===== config.mk =====
export PLATFORM = sky130hd
export DESIGN_NAME = seq_det_ctrl_flat
export DESIGN_NICKNAME = d
export VERILOG_FILES = /design/src/rtl/seq_det_if.sv /design/src/rtl/seq_det_ctrl.sv /design/src/flat_wrapper.sv
export SDC_FILE = /design/constraint.sdc
export NUM_CORES = 1
export LEC_CHECK = 0
export CAP_MARGIN = 10
export CORE_MARGIN = 2
export CORE_UTILIZATION = 50
export CTS_CLUSTER_SIZE = 25
export DETAILED_ROUTE_END_ITERATION = 12
export PLACE_DENSITY_LB_ADDON = 0.08
export SLEW_MARGIN = 25
export SYNTH_ARGS = -nofsm -noshare
export SYNTH_HDL_FRONTEND = slang
export SYNTH_SLANG_ARGS = --single-unit

===== constraint.sdc =====
create_clock -name clock -period 5.3 [get_ports clock]
set_input_delay 1.06 -clock clock [delete_from_list [all_inputs] [get_ports clock]]
set_output_delay 1.06 -clock clock [all_outputs]
set_load 0.05 [all_outputs]

===== src/rtl/seq_det_if.sv =====
// Bus bundle for the serial pattern-detector run controller.
// The master side configures, starts and aborts runs and supplies the qualified
// serial bits. The slave side, which is the controller, reports status and hits.
interface seq_det_if #(
  parameter int PAT_W = 4,
  parameter int WIN_W = 16,
  parameter int CNT_W = 8
) ();
  logic             cfg_we;
  logic [PAT_W-1:0] cfg_pattern;
  logic [WIN_W-1:0] cfg_window;
  logic [CNT_W-1:0] cfg_max_hit;
  logic             start;
  logic             abort;
  logic             bit_valid;
  logic             seq_in;
  logic             busy;
  logic             done;
  logic             match;
  logic [CNT_W-1:0] hit_count;
  logic [1:0]       stop_code;

  modport master (
    output cfg_we, cfg_pattern, cfg_window, cfg_max_hit,
           start, abort, bit_valid, seq_in,
    input  busy, done, match, hit_count, stop_code
  );

  modport slave (
    input  cfg_we, cfg_pattern, cfg_window, cfg_max_hit,
           start, abort, bit_valid, seq_in,
    output busy, done, match, hit_count, stop_code
  );
endinterface


===== src/rtl/seq_det_ctrl.sv =====
// Run controller around a programmable overlapping serial pattern detector.
//
// state | meaning
// IDLE  | no run active; config writable; bits ignored
// RUN   | consuming qualified bits, detecting and counting hits
// DONE  | run ended on window end and/or hit limit; results held
module seq_det_ctrl #(
  parameter int PAT_W = 4,
  parameter int WIN_W = 16,
  parameter int CNT_W = 8
) (
  input logic     clock,
  input logic     reset,
  seq_det_if.slave bus
);

  localparam int FILL_W = $clog2(PAT_W);
  localparam logic [FILL_W-1:0] FILL_MAX = FILL_W'(PAT_W - 1);
  localparam logic [PAT_W-1:0]  PAT_RST  = PAT_W'(4'b1011);

  typedef enum logic [1:0] {
    IDLE = 2'd0,
    RUN  = 2'd1,
    DONE = 2'd2
  } state_t;

  state_t state, state_nxt;

  logic [PAT_W-1:0]  pattern;
  logic [WIN_W-1:0]  window;
  logic [CNT_W-1:0]  max_hit;
  logic [PAT_W-2:0]  hist;
  logic [WIN_W-1:0]  bit_cnt;
  logic [FILL_W-1:0] fill;
  logic [CNT_W-1:0]  hit_count;
  logic [1:0]        stop_code;
  logic              match;

  logic              bit_ev;
  logic [PAT_W-1:0]  w;
  logic              hit;
  logic [CNT_W:0]    hit_sum;
  logic              win_end;
  logic              lim_end;
  logic [CNT_W-1:0]  hit_count_nxt;
  logic              cfg_open;

  // Per-bit detection and run-termination terms, all evaluated on the current bit.
  always_comb begin
    cfg_open      = (state != RUN);
    bit_ev        = (state == RUN) && bus.bit_valid;
    w             = {hist, bus.seq_in};
    hit           = bit_ev && (fill == FILL_MAX) && (w == pattern);
    hit_sum       = {1'b0, hit_count} + (CNT_W + 1)'(hit);
    lim_end       = bit_ev && (max_hit != '0) && (hit_sum == {1'b0, max_hit});
    win_end       = bit_ev && (window != '0) &&
                    (({1'b0, bit_cnt} + (WIN_W + 1)'(1)) == {1'b0, window});
    hit_count_nxt = (hit && (hit_count != '1)) ? hit_count + CNT_W'(1) : hit_count;
  end

  // State register.
  always_ff @(posedge clock) begin
    if (reset) state <= IDLE;
    else       state <= state_nxt;
  end

  // Next-state selection; abort outranks start.
  always_comb begin
    state_nxt = state;
    if (bus.abort) begin
      state_nxt = IDLE;
    end else begin
      case (state)
        IDLE:    if (bus.start) state_nxt = RUN;
        RUN:     if (win_end || lim_end) state_nxt = DONE;
        DONE:    if (bus.start) state_nxt = RUN;
        default: state_nxt = IDLE;
      endcase
    end
  end

  // Status outputs decoded from the state.
  always_comb begin
    bus.busy = (state == RUN);
    bus.done = (state == DONE);
  end

  // Configuration registers, writable only outside a run.
  always_ff @(posedge clock) begin
    if (reset) begin
      pattern <= PAT_RST;
      window  <= '0;
      max_hit <= '0;
    end else if (cfg_open && bus.cfg_we) begin
      pattern <= bus.cfg_pattern;
      window  <= bus.cfg_window;
      max_hit <= bus.cfg_max_hit;
    end
  end

  // Run datapath: shift history, count bits and hits, register match and stop reason.
  always_ff @(posedge clock) begin
    if (reset) begin
      hist      <= '0;
      bit_cnt   <= '0;
      fill      <= '0;
      hit_count <= '0;
      stop_code <= 2'b00;
      match     <= 1'b0;
    end else begin
      match <= 1'b0;
      if (bus.abort) begin
        stop_code <= 2'b00;
      end else if (cfg_open && bus.start) begin
        hist      <= '0;
        bit_cnt   <= '0;
        fill      <= '0;
        hit_count <= '0;
        stop_code <= 2'b00;
      end else if (bit_ev) begin
        hist      <= w[PAT_W-2:0];
        bit_cnt   <= bit_cnt + WIN_W'(1);
        fill      <= (fill == FILL_MAX) ? fill : fill + FILL_W'(1);
        match     <= hit;
        hit_count <= hit_count_nxt;
        if (win_end || lim_end) stop_code <= {lim_end, win_end};
      end
    end
  end

  assign bus.match     = match;
  assign bus.hit_count = hit_count;
  assign bus.stop_code = stop_code;

endmodule


===== src/flat_wrapper.sv =====
// flat-port wrapper written by rule: the top's interface ports become plain ports
module seq_det_ctrl_flat 
#(
  parameter int PAT_W = 4,
  parameter int WIN_W = 16,
  parameter int CNT_W = 8
)
  (clock, reset, bus_cfg_we, bus_cfg_pattern, bus_cfg_window, bus_cfg_max_hit, bus_start, bus_abort, bus_bit_valid, bus_seq_in, bus_busy, bus_done, bus_match, bus_hit_count, bus_stop_code);
  seq_det_if #(.PAT_W(PAT_W), .WIN_W(WIN_W), .CNT_W(CNT_W)) bus_i ();
  input logic clock;
  input logic reset;
  input wire logic [$bits(bus_i.cfg_we)-1:0] bus_cfg_we;
  input wire logic [$bits(bus_i.cfg_pattern)-1:0] bus_cfg_pattern;
  input wire logic [$bits(bus_i.cfg_window)-1:0] bus_cfg_window;
  input wire logic [$bits(bus_i.cfg_max_hit)-1:0] bus_cfg_max_hit;
  input wire logic [$bits(bus_i.start)-1:0] bus_start;
  input wire logic [$bits(bus_i.abort)-1:0] bus_abort;
  input wire logic [$bits(bus_i.bit_valid)-1:0] bus_bit_valid;
  input wire logic [$bits(bus_i.seq_in)-1:0] bus_seq_in;
  output wire logic [$bits(bus_i.busy)-1:0] bus_busy;
  output wire logic [$bits(bus_i.done)-1:0] bus_done;
  output wire logic [$bits(bus_i.match)-1:0] bus_match;
  output wire logic [$bits(bus_i.hit_count)-1:0] bus_hit_count;
  output wire logic [$bits(bus_i.stop_code)-1:0] bus_stop_code;
  assign bus_i.cfg_we = bus_cfg_we;
  assign bus_i.cfg_pattern = bus_cfg_pattern;
  assign bus_i.cfg_window = bus_cfg_window;
  assign bus_i.cfg_max_hit = bus_cfg_max_hit;
  assign bus_i.start = bus_start;
  assign bus_i.abort = bus_abort;
  assign bus_i.bit_valid = bus_bit_valid;
  assign bus_i.seq_in = bus_seq_in;
  assign bus_busy = bus_i.busy;
  assign bus_done = bus_i.done;
  assign bus_match = bus_i.match;
  assign bus_hit_count = bus_i.hit_count;
  assign bus_stop_code = bus_i.stop_code;
  seq_det_ctrl #(.PAT_W(PAT_W), .WIN_W(WIN_W), .CNT_W(CNT_W)) u_core (.clock(clock), .reset(reset), .bus(bus_i));
endmodule

==> out/summary.json <==
{
  "outcome": {
    "run_status": "completed"
  },
  "logic_synthesis": {
    "synth_ff_type": "sky130_fd_sc_hd__dfxtp_1",
    "synth_fp_nets": 472,
    "yosys_register_bits": 62,
    "synth_top_cells_by_count": "sky130_fd_sc_hd__nand2_1, sky130_fd_sc_hd__dfxtp_1, sky130_fd_sc_hd__a21oi_1",
    "post-synth-top-count-cell": "sky130_fd_sc_hd__nand2_1",
    "synth.cell_area_sq_um": 3330,
    "synth.lib_cells_used.distinct": 48,
    "seq_area_frac_synth": 0.373,
    "async_flop_share": 0,
    "synth_edf_count": 0,
    "ys_warn_count": 0,
    "synth_top_area_cell": "sky130_fd_sc_hd__dfxtp_1",
    "synthTopCellsByArea": "sky130_fd_sc_hd__dfxtp_1, sky130_fd_sc_hd__nand2_1, sky130_fd_sc_hd__a21oi_1, sky130_fd_sc_hd__xnor2_1, sky130_fd_sc_hd__xor2_1",
    "synth.avg_cell_area_sq_um": 7.70,
    "synth.top_cell.area_share": 0.373,
    "netlist_instances": 432
  },
  "clock_tree": {
    "cts_buffer_depth": 2,
    "cts.sinks": 62,
    "cts_buf_count": 9,
    "cts_post_setup_buffers_inserted": 0,
    "tritoncts": "yes",
    "clkTransAtPathRegs_ns": 0.07,
    "cts-resized-gates": 0,
    "cts-htree-levels": 3,
    "clk_latency_ns": 0.35,
    "cts-hold-fix-buffers": 0,
    "clk_tree_root_cell": "sky130_fd_sc_hd__clkbuf_8"
  },
  "timing": {
    "worst_slew_pin_slew_ns": 0.974,
    "clock.fmax_mhz": 258,
    "setup_total_negative_slack_ns": 0,
    "setup_viol_count_final": 0,
    "worst_slack_ns": 1.42,
    "maxSlewViolCount": 0,
    "timing.final.crit_share": 0.731,
    "slew_headroom": 0.347,
    "final-hold-violation-count": 0,
    "grt_setup_unrepaired": "no",
    "period_minus_slack_ns": 3.88,
    "finalClockSkew_ns": 0.00869
  },
  "pwr": {
    "total_power_uw": 973,
    "static-leakage-power_uw": 0.00147,
    "irDropWorstVdd_v": 0.000183,
    "pwr_density_cell_nw_per_um2": 245
  },
  "global_routing": {
    "antenna_violations_before_repair": 0,
    "grt_first_pass_wirelength_microns": 13100,
    "grt_start_max_net_pins": 31,
    "grt_use_total": 0.223,
    "grt_pass1_vias": 2788,
    "grt_overflow_total": 0
  },
  "place": {
    "gp_congestion": 0.846,
    "placed_area_sq_um": 3810,
    "detailedPlace.worstSlack_ns": 1.10,
    "count_of_input_and_output_buffers": 47,
    "dp_hpwl_microns": 5600
  },
  "critical_path": {
    "critPathCaptureType": "flop",
    "critical_path.max_stage_delay_ns": 0.54,
    "cp-start-kind": "input port",
    "critPathBufInv": 1,
    "worst_ep_required_time_ns": 5.54,
    "crit_path_cell_trace": "clkdlybuf4s50_1 > nand3b_1 > nor4_1 > and3_1 > ha_1 > ha_1 > xnor2_1 > o41ai_1 > a222oi_1 > or4b_4 > and3_1 > a21o_1",
    "cpLargestDelayFamily": "simple AND/OR/NAND/NOR gates",
    "timing.setup.critical_path_class": "in2reg",
    "critPathMaxFanout": 5,
    "critical_path_at_ns": 4.12,
    "worst_path_max_delay_cell": "sky130_fd_sc_hd__or4b_4"
  },
  "layout": {
    "fin_nets": 506,
    "fin_util": 0.622,
    "multi_input_comb_area_sq_um": 1940,
    "antenna_cells": 0,
    "sequential_cell_area_sq_um": 1240,
    "areaGrowthSynthToFinish_pct": 19.4,
    "drive_gt1_frac": 0.0531,
    "layout.filler_cells": 593,
    "final_cell_area_sq_um": 3970
  },
  "die": {
    "die_w_microns": 85.6,
    "design.core.area_sq_um": 6390,
    "start_util": 0.521,
    "die_h_microns": 85.6,
    "rows": 29,
    "io_pins": 48,
    "fp.dieArea_sq_um": 7320
  },
  "route": {
    "route.vias.total": 3094,
    "drt-wirelength-per-cell_microns": 14.3,
    "via_per_inst": 5.65,
    "drc": 0,
    "drt-pass1-iter-count": 4,
    "wirelength_microns": 7860,
    "post_route_antenna_net_violation_count": 0,
    "drt_first_iter_violations": 162
  },
  "min_path": {
    "hold_path_class": "reg2reg"
  },
  "flow_run": {
    "max_cap_viol_count": 0
  }
}
per-layer routing:
layer / routed length [microns] / global-route usage / vias up
li1: - / - / 1582
met1: 4010 / 0.324 / 1431
met2: 3280 / 0.330 / 75
met3: 493 / 0.0529 / 6
met4: 66 / 0.0635 / 0
met5: 0 / 0 / -
path summary, 6_finish.rpt:
path	start	to	slack [ns]	depth (start not counted)
hold reg to reg	u_core.bus.stop_code[0]	u_core.bus.stop_code[0]	0.46	2
setup reg to reg	u_core.state[0]	u_core.state[0]	2.20	11
setup / recovery	bus_bit_valid	u_core.state[0]	1.42	12
hold / removal	u_core.bus.stop_code[0]	u_core.bus.stop_code[0]	0.46	2
state kept, by name, indices dropped and copies added (netlist names):
register              cells
u_core.bus.match          1
u_core.bus.stop_code      2
u_core.state              2
u_core.hist               3
u_core.pattern            4
u_core.bit_cnt           16
u_core.fill               2
u_core.bus.hit_count      8
u_core.max_hit            8
u_core.window            16
tightest hold or removal path: stages, from the launching register on:
cell and delay, ns:
sky130_fd_sc_hd__dfxtp_1 0.31, sky130_fd_sc_hd__nand2_1 0.05, sky130_fd_sc_hd__a21oi_1 0.05
placed cells by master (no fill, tap or decap), types with 2 or more instances in the layout:
cell type	count
sky130_fd_sc_hd__xor2_1	17
sky130_fd_sc_hd__clkbuf_1	2
sky130_fd_sc_hd__nand3b_1	5
sky130_fd_sc_hd__clkbuf_8	10
sky130_fd_sc_hd__and2_1	5
sky130_fd_sc_hd__inv_1	9
sky130_fd_sc_hd__xnor2_1	22
sky130_fd_sc_hd__nand4_1	6
sky130_fd_sc_hd__nor3b_1	2
sky130_fd_sc_hd__buf_4	3
sky130_fd_sc_hd__nor2b_1	2
sky130_fd_sc_hd__and3_1	7
sky130_fd_sc_hd__a31oi_1	4
sky130_fd_sc_hd__or3b_2	2
sky130_fd_sc_hd__nor3_1	4
sky130_fd_sc_hd__clkdlybuf4s50_1	47
sky130_fd_sc_hd__or3_1	7
sky130_fd_sc_hd__ha_1	5
sky130_fd_sc_hd__clkinv_2	3
sky130_fd_sc_hd__or2_2	3
sky130_fd_sc_hd__o31ai_1	4
sky130_fd_sc_hd__nand3_1	12
sky130_fd_sc_hd__dfxtp_1	62
sky130_fd_sc_hd__a32oi_1	2
sky130_fd_sc_hd__nand2_1	74
sky130_fd_sc_hd__nor4_1	10
sky130_fd_sc_hd__o21ai_0	20
sky130_fd_sc_hd__nor2_1	34
sky130_fd_sc_hd__or4_1	6
sky130_fd_sc_hd__nand2b_1	6
sky130_fd_sc_hd__a22oi_1	8
sky130_fd_sc_hd__a21oi_1	50
power breakdown:
group	internal [uW]	switching, uW	total, uW
combinational	56.8	59.1	116
clock	180	179	359
sequential	481	17.1	498
area by class of cell:
| class | count | share of cell area |
|---|---|---|
| multi-input combinational | 334 | 0.489 |
| sequential | 62 | 0.312 |
| timing repair buffer | 50 | 0.124 |
| clock buffer | 12 | 0.0365 |
| tap | 77 | 0.0242 |
| inverter | 9 | 0.00850 |
| clock inverter | 4 | 0.00567 |
through the flow:
stage	hold WS (ns)	std cells
after detailed placement	0.456	532
after global placement	0.453	532
after global routing	0.510	548
final	0.462	548
after floorplan	0.450	432
after CTS	0.465	548
kinds of logic after synthesis:
| group | share of synthesized area |
|---|---|
| AND/OR/NAND/NOR | 0.285 |
| AO/OA/AOI/OAI | 0.177 |
| flip-flops | 0.373 |
| XOR/XNOR | 0.103 |
| buffers and inverters | 0.0432 |
| adder cells (fa/ha/maj) | 0.0188 |
Power figures use the tool's default switching activity.
